==> src/rtl/cpu_sequencer.sv <==
// cpu_sequencer: non-pipelined fetch/decode/read/exec/writeback controller driving a
// 16x16 register file and a start/done ALU. Define WATCHDOG_EN to add the ALU watchdog.
module cpu_sequencer #(
  parameter int PC_W = 8
`ifdef WATCHDOG_EN
  , parameter int WDOG_MAX = 15
`endif
) (
  input  logic            clk,
  input  logic            rst,
  input  logic            instr_valid,
  input  logic [15:0]     instr,
  output logic            instr_ready,
  output logic [PC_W-1:0] pc,
  output logic            rf_en,
  output logic [1:0]      rf_rw,
  output logic [3:0]      rf_da,
  output logic [3:0]      rf_aa,
  output logic [3:0]      rf_ba,
  output logic [15:0]     rf_d,
  output logic [3:0]      alu_op,
  output logic            alu_start,
  input  logic            alu_done,
  input  logic [15:0]     alu_result,
  output logic            halted,
  output logic            illegal,
  output logic            timeout
);

  localparam logic [3:0] OP_ADD    = 4'h1;
  localparam logic [3:0] OP_MOV    = 4'h6;
  localparam logic [3:0] OP_LDI    = 4'h7;
  localparam logic [3:0] OP_JMP    = 4'h8;
  localparam logic [3:0] OP_ILL_LO = 4'h9;
  localparam logic [3:0] OP_ILL_HI = 4'hE;
  localparam logic [3:0] OP_HALT   = 4'hF;

  localparam logic [1:0] RW_IDLE  = 2'b00;
  localparam logic [1:0] RW_READ  = 2'b10;
  localparam logic [1:0] RW_WRITE = 2'b01;

  typedef enum logic [2:0] {
    S_FETCH  = 3'd0,
    S_DECODE = 3'd1,
    S_READ   = 3'd2,
    S_EXEC   = 3'd3,
    S_WB     = 3'd4,
    S_HALT   = 3'd5
  } state_t;

  function automatic logic is_alu_op(input logic [3:0] op);
    return (op >= OP_ADD) && (op <= OP_MOV);
  endfunction

  function automatic logic is_illegal_op(input logic [3:0] op);
    return (op >= OP_ILL_LO) && (op <= OP_ILL_HI);
  endfunction

  state_t          state_q, state_d;
  logic [PC_W-1:0] pc_q, pc_d;
  logic [15:0]     instr_q, instr_d;
  logic [15:0]     wb_q, wb_d;
  logic            illegal_q, illegal_d;
  logic            exec_first_q, exec_first_d;
  logic [3:0]      op_s;

  assign op_s = instr_q[15:12];

`ifdef WATCHDOG_EN
  localparam logic [3:0] WDOG_LIM = 4'(WDOG_MAX);

  logic [3:0] wdog_q, wdog_d;
  logic [3:0] wdog_inc_s;
  logic       timeout_q, timeout_d;

  assign wdog_inc_s = wdog_q + 4'd1;

  // Watchdog counter: cleared on the way into EXEC, counts EXEC cycles without alu_done.
  always_comb begin
    wdog_d = wdog_q;
    if (state_q == S_READ) begin
      wdog_d = 4'd0;
    end else if ((state_q == S_EXEC) && !alu_done) begin
      wdog_d = wdog_inc_s;
    end else begin
      wdog_d = wdog_q;
    end
  end
`endif

  // Next-state logic for the sequencer and its latched instruction/data registers.
  always_comb begin
    state_d      = state_q;
    pc_d         = pc_q;
    instr_d      = instr_q;
    wb_d         = wb_q;
    illegal_d    = illegal_q;
    exec_first_d = 1'b0;
`ifdef WATCHDOG_EN
    timeout_d    = timeout_q;
`endif
    case (state_q)
      S_FETCH: begin
        if (instr_valid) begin
          instr_d = instr;
          pc_d    = pc_q + PC_W'(1);
          state_d = S_DECODE;
        end else begin
          state_d = S_FETCH;
        end
      end
      S_DECODE: begin
        if (is_alu_op(op_s)) begin
          state_d = S_READ;
        end else if (op_s == OP_LDI) begin
          wb_d    = {8'h00, instr_q[7:0]};
          state_d = S_WB;
        end else if (op_s == OP_JMP) begin
          // JMP replaces the increment already applied at fetch.
          pc_d    = PC_W'(instr_q[7:0]);
          state_d = S_FETCH;
        end else if (op_s == OP_HALT) begin
          state_d = S_HALT;
        end else begin
          illegal_d = illegal_q | is_illegal_op(op_s);
          state_d   = S_FETCH;
        end
      end
      S_READ: begin
        exec_first_d = 1'b1;
        state_d      = S_EXEC;
      end
      S_EXEC: begin
        if (alu_done) begin
          wb_d    = alu_result;
          state_d = S_WB;
`ifdef WATCHDOG_EN
        end else if (wdog_inc_s == WDOG_LIM) begin
          timeout_d = 1'b1;
          state_d   = S_FETCH;
`endif
        end else begin
          state_d = S_EXEC;
        end
      end
      S_WB: begin
        state_d = S_FETCH;
      end
      S_HALT: begin
        state_d = S_HALT;
      end
      default: begin
        state_d = S_FETCH;
      end
    endcase
  end

  // State and datapath registers with synchronous reset.
  always_ff @(posedge clk) begin
    if (rst) begin
      state_q      <= S_FETCH;
      pc_q         <= '0;
      instr_q      <= 16'h0000;
      wb_q         <= 16'h0000;
      illegal_q    <= 1'b0;
      exec_first_q <= 1'b0;
`ifdef WATCHDOG_EN
      wdog_q       <= 4'd0;
      timeout_q    <= 1'b0;
`endif
    end else begin
      state_q      <= state_d;
      pc_q         <= pc_d;
      instr_q      <= instr_d;
      wb_q         <= wb_d;
      illegal_q    <= illegal_d;
      exec_first_q <= exec_first_d;
`ifdef WATCHDOG_EN
      wdog_q       <= wdog_d;
      timeout_q    <= timeout_d;
`endif
    end
  end

  // Strobes decoded from state; the enables are held low while rst is asserted.
  always_comb begin
    instr_ready = 1'b0;
    rf_en       = 1'b0;
    rf_rw       = RW_IDLE;
    alu_start   = 1'b0;
    halted      = 1'b0;
    case (state_q)
      S_FETCH: begin
        instr_ready = ~rst;
      end
      S_READ: begin
        rf_en = ~rst;
        rf_rw = RW_READ;
      end
      S_EXEC: begin
        alu_start = exec_first_q & ~rst;
      end
      S_WB: begin
        rf_en = ~rst;
        rf_rw = RW_WRITE;
      end
      S_HALT: begin
        halted = 1'b1;
      end
      default: begin
        instr_ready = 1'b0;
      end
    endcase
  end

  assign pc      = pc_q;
  assign rf_da   = instr_q[11:8];
  assign rf_aa   = instr_q[7:4];
  assign rf_ba   = instr_q[3:0];
  assign rf_d    = wb_q;
  assign alu_op  = op_s;
  assign illegal = illegal_q;

`ifdef WATCHDOG_EN
  assign timeout = timeout_q;
`else
  assign timeout = 1'b0;
`endif

endmodule

==> config.mk <==
export PLATFORM = sky130hd
export DESIGN_NAME = cpu_sequencer
export DESIGN_NICKNAME = d
export VERILOG_FILES = /design/src/rtl/cpu_sequencer.sv
export SDC_FILE = /design/constraint.sdc
export NUM_CORES = 1
export LEC_CHECK = 0
export CAP_MARGIN = 5
export CORE_MARGIN = 2
export CORE_UTILIZATION = 43
export CTS_CLUSTER_SIZE = 40
export DETAILED_ROUTE_END_ITERATION = 8
export PLACE_DENSITY = 0.84
export REMOVE_ABC_BUFFERS = 1
export SLEW_MARGIN = 30
export SYNTH_ARGS = -nofsm -noshare
export SYNTH_HDL_FRONTEND = slang
export SYNTH_SLANG_ARGS = --single-unit
==> constraint.sdc <==
create_clock -name clk -period 2 [get_ports clk]
set_input_delay 0.4 -clock clk [delete_from_list [all_inputs] [get_ports clk]]
set_output_delay 0.4 -clock clk [all_outputs]
set_load 0.005 [all_outputs]
# --- After elaboration in Yosys (flattened, before gate mapping) ---
# Index checks and enable logic that the tools add are counted.
totals:
  ff_bits: 45
  in_bits: 36
  elab_cells: 64
classes:
  n_reduce_logical: 10
  n_lt_le_gt_ge: 4
  mux: 22
  bitwise_logic: 7
  eq_ne: 14
  addsub: 1
op_table:
  columns: ["op", "n"]
  rows:
  - ["two-way mux 16 bit", 3]
  - ["two-way mux 8 bit", 4]
  - ["one-hot mux 16 bit (2 select lines)", 1]
  - ["one-hot mux 8 bit (2 select lines)", 1]
  - ["two-way mux 3 bit", 5]
  - ["one-hot mux 3 bit (5 select lines)", 1]
  - ["inequality test 2 bit, second input constant", 6]
  - ["AND reduction 5 bit", 2]
  - ["adder 8 x 1 -> 8 bit, second input constant", 1]
  - ["== test 4 bit, second input constant", 2]
  - ["== test 3 x 2 -> 1 bit, second input constant", 2]
  - ["== test 3 bit, second input constant", 2]
  - ["two-way mux 1 bit", 6]
  - ["NOT 1 bit", 5]
  - ["== test 4 x 3 -> 1 bit, second input constant", 1]
  - ["greater-or-equal comparator 4 x 1 -> 1 bit, second input constant", 1]
  - ["greater-or-equal comparator 4 bit, second input constant", 1]
  - ["<= comparator 4 x 3 -> 1 bit, second input constant", 1]
  - ["<= comparator 4 bit, second input constant", 1]
  - ["one-hot mux 2 bit (2 select lines)", 1]
  - ["AND reduction 4 bit", 1]
  - ["nonzero test 2 bit", 2]
  - ["== test 3 x 1 -> 1 bit, second input constant", 1]
  - ["zero test 3 bit", 1]
  - ["5 further kinds", 6]

# --- Logic depth before layout (Yosys ltp) ---
# Gate-level depths: netlist of the first run.
depth:
  depth_word: 6
  ltp_mapped: 6

# --- Least setup slack after synthesis of the first run ---
# Ideal clock, no wire load.
synth_path:
  path_kind: "reg-to-output"
  startpoint: "reg state_q[1]"
  endpoint: "out rf_en"
  stages_incl_launch_ff: 6
  arrival_ns: 1.130
  path_slack_ns: 0.470
  n_path_buf: 3
  path_cell_list: "dfxtp_1 buf_4 buf_2 buf_2 xnor2_1 nor3_1"
synth_between:
  elab_chain_len: 3
  elab_cells_between_ends: 4
  classes_between: "eq/ne: 2; mux: 1; reduce/logical: 1"
synth_rtl:
  columns: ["element", "line_no", "source"]
  rows:
  - ["from (decl)", "59", "state_t state_q, state_d;"]
  - ["from (signal assigned)", "172", "state_q <= state_d;"]
  - ["== test 3 bit or == test 3 x 2 -> 1 bit (tied branches)", "192", "case (state_q)"]
  - ["OR reduction 2 bit (no source line) *", null, null]
  - ["two-way mux 1 bit *", null, null]
  - ["to (decl)", "15", "output logic rf_en,"]
# Mark *: on every way between the ends. The rest lies on a longest branch, timed or not.

# --- Worst setup path in the final report of the first run ---
layout_path:
  startpoint: "reg state_q[2]"
  endpoint: "out rf_en"
# Same word-level chain as after synthesis.

==> results of run 1 <==
metal layers:
metal  wire (um)  vias up
met5           0        -
met3         364       10
met2        2800       80
met4          82        0
li1            -     1023
met1        2440      982
layout make-up:
type	count	area, um2	area share
Sequential cell	45	910	0.296
Timing Repair Buffer	100	967	0.314
Clock inverter	1	7.51	0.00244
Tap cell	54	67.6	0.0220
Inverter	3	11.3	0.00366
Clock buffer	7	76.3	0.0248
Multi-Input combinational cell	172	1040	0.337
placed cells by master (no fill, tap or decap), types with 3 or more instances in the layout:
cell type | synthesis | layout
nor3_1 | 7 | 7
o21ai_0 | 7 | 7
a21o_1 | 3 | 3
a211oi_1 | 9 | 9
nor2_1 | 12 | 12
a22o_1 | 10 | 10
nor2b_1 | 4 | 3
mux2i_1 | 8 | 8
buf_4 | 4 | 17
dfxtp_1 | 45 | 42
and2_1 | 5 | 5
clkdlybuf4s50_1 | 0 | 79
inv_1 | 3 | 3
nand2_1 | 38 | 38
nand3_1 | 3 | 3
clkbuf_8 | 0 | 5
a21oi_1 | 33 | 33
worst paths after layout:
kind,endpoint,slack (ns),cells after the start
setup / recovery,rf_en,0.1,3
hold / removal,instr_q[8],0.46,2
setup reg to reg,pc[7],0.32,5
hold reg to reg,instr_q[8],0.46,2
kinds of logic (layout without fill, tap and decap cells):
group                      after synthesis  after routing  share of synthesized area
adders and majority gates                1              1                    0.00612
muxes                                    8              8                     0.0392
other                                    1              1                    0.00183
AOI/OAI and AO/OA                       74             74                      0.231
DFF                                     45             45                      0.441
and+or+nand+nor                         87             87                      0.222
xor gates and xnor gates                 1              1                    0.00428
buffers and inverters                   23            111                     0.0551
sequential cells by signal (all words and copies together) (netlist names):
name / flops
pc: 8
illegal: 1
instr_q: 16
exec_first_q: 1
rf_d: 16
state_q: 3
through the flow:
step	total power [mW]	instances	utilization	hold WS (ns)	setup WS [ns]
2_1_floorplan	1.14	220	-	0.447	-0.00546
3_3_place_gp	1.37	373	0.635	0.446	-0.131
3_5_place_dp	1.38	373	0.635	0.449	-0.168
4_1_cts	1.92	381	0.654	0.462	0.00681
5_1_grt	2.01	382	0.660	0.481	0.0446
6_report	1.92	382	0.660	0.457	0.0999
power by group through the flow:
stage | Sequential, mW | Combinational [mW] | Clock [mW]
5_1_grt | 0.982 | 0.431 | 0.600
4_1_cts | 0.979 | 0.383 | 0.563
3_5_place_dp | 0.999 | 0.378 | 0
3_3_place_gp | 0.998 | 0.371 | 0
2_1_floorplan | 1.00 | 0.138 | 0
6_report | 0.976 | 0.390 | 0.550
worst reg2reg max path, cell delays in order (launching register included):
cell	delay, ns
dfxtp_2	0.40
buf_4	0.19
and4bb_2	0.32
a21o_1	0.27
o21ai_1	0.13
a32o_1	0.26
repair_timing:
item | 4_1_cts | 5_1_grt
endpoints found under the setup margin | 5 | 4
hold buffers | 0 | 0
hold endpoints to repair | 0 | 0
buffers inserted | 0 | 1
resized for setup | 5 | 7
==> results.sh, run 1 <==
export IMPL_grt_pass1_wl_mm=9.24
export IMPL_ys_top_cells_by_count="dfxtp_1 (45), nand2_1 (38), a21oi_1 (33), nor2_1 (12), a22o_1 (10)"
export IMPL_clockPowerShare=0.287
export IMPL_vias=2095
export IMPL_start_util=0.439
export IMPL_synthArstFlopShare=0
export IMPL_grt_busiest_layer="met2"
export IMPL_synth_seq_cells=45
export IMPL_synth_top_area_frac=0.441
export IMPL_hold_start="instr_q[8]"
export IMPL_drc=0
export IMPL_synth_top_flop_cell="dfxtp_1"
export IMPL_startpoint="state_q[2]"
export IMPL_slew_viol_final=0
export IMPL_routed_via_density=5.48
export IMPL_setup_violations=0
export IMPL_arrival_ns=1.50
export IMPL_path_clk_slew_ns=0.08
export IMPL_hp_class="reg -> reg"
export IMPL_path_max_fanout=10
export IMPL_path_delay_family="buffers and inverters"
export IMPL_yosysUniqueCellTypes=44
export IMPL_yosys_warnings=0
export IMPL_leakage_nw=1.16
export IMPL_dr_pass1_iters=4
export IMPL_worstPathCellList="xnor2_1 -> nor3_1 -> clkdlybuf4s50_1"
export IMPL_initialDrtViolationCount=89
export IMPL_routedWlPerCell_um=14.9
export IMPL_port_buffers=82
export IMPL_synth_area_leader_cell="dfxtp_1"
export IMPL_post_route_period_util=0.950
export IMPL_required_ns=1.60
export IMPL_slowest_delay_ns=0.52
export IMPL_crit_path_start_kind="flip-flop"
export IMPL_synth_edf_count=0
export IMPL_rr_startpoint="state_q[2]"
export IMPL_worstSetupEndpointType="output port"
export IMPL_coreArea_um2=4660
export IMPL_vdd_drop_max_uv=333
export IMPL_met2_usage=0.377
export IMPL_grt_max_degree=22
export IMPL_cts_tree="done"
export IMPL_power_frac_seq=0.509
export IMPL_dieHeight_um=73.0
export IMPL_clockBufferDepth=2
export IMPL_power_density_nw_per_um2=622
export IMPL_clk_insertion_delay_late_ns=0.30
export IMPL_syn_area_um2=2040
export IMPL_maxCapViolations=0
export IMPL_rows=25
export IMPL_area_delta_synth_final_pct=50.6
export IMPL_ant_nets=0
export IMPL_drive_gt1_frac=0.101
export IMPL_numCtsBuffers=5
export IMPL_num_fill_cells=381
export IMPL_yosysSeqAreaShare=0.441
export IMPL_nNetsFinal=364
export IMPL_p_switching_uw=516
export IMPL_grt_usage=0.222
export IMPL_ioPinCount=84
export IMPL_dpl_instance_area_um2=2960
export IMPL_gp_congestion=0.845
export IMPL_h_tree_depth=2
export IMPL_die_area_um2=5320
export IMPL_critPathBufInv=1
export IMPL_hold_viol_final=0
export IMPL_grt_use_met3=0.0483
export IMPL_grt_pass1_vias=2013
export IMPL_diodes=0
export IMPL_tns_ns=0
export IMPL_switching_share=0.269
export IMPL_p_comb_frac=0.204
export IMPL_crit_slowest_cell="clkdlybuf4s50_1"
export IMPL_min_period_ns=1.90
export IMPL_hpwlAfterDp_mm=4.07
export IMPL_grt_antenna_before_repair=0
export IMPL_root_buffer="clkbuf_8"
export IMPL_tightest_slew_ns=0.581
export IMPL_slew_headroom=0.612
export IMPL_grt_overflow=0
export IMPL_syn_inst=240
export IMPL_crit_type="reg -> out"
export IMPL_fp_dieW_um=73.0
export IMPL_rsz0062_at_grt="no"
export IMPL_met1_usage=0.281
export IMPL_outcome="finished, final reports clean"
export IMPL_fin_worst_skew_ns=0.00196
export IMPL_syn_avg_cell_area_um2=8.52
export IMPL_clkSinkCount=45
export IMPL_p_int_mw=1.40
export IMPL_yosys_cell_count_top_type="dfxtp_1"
export IMPL_wl_mm=5.69
export IMPL_ys_top_cells_by_area="dfxtp_1 (44%), a21oi_1 (8.1%), nand2_1 (7.0%)"
export IMPL_finalInstanceArea_um2=3080
export IMPL_clock_fmax_ghz=0.526
(Power assumes the default switching activity.)
==> run 2, diff against run 1 <==
TNS_END_PERCENT = 100   (was not set)
==> results of run 2 <==
No change in the layout: final DEF, timing and power equal those of run 1.
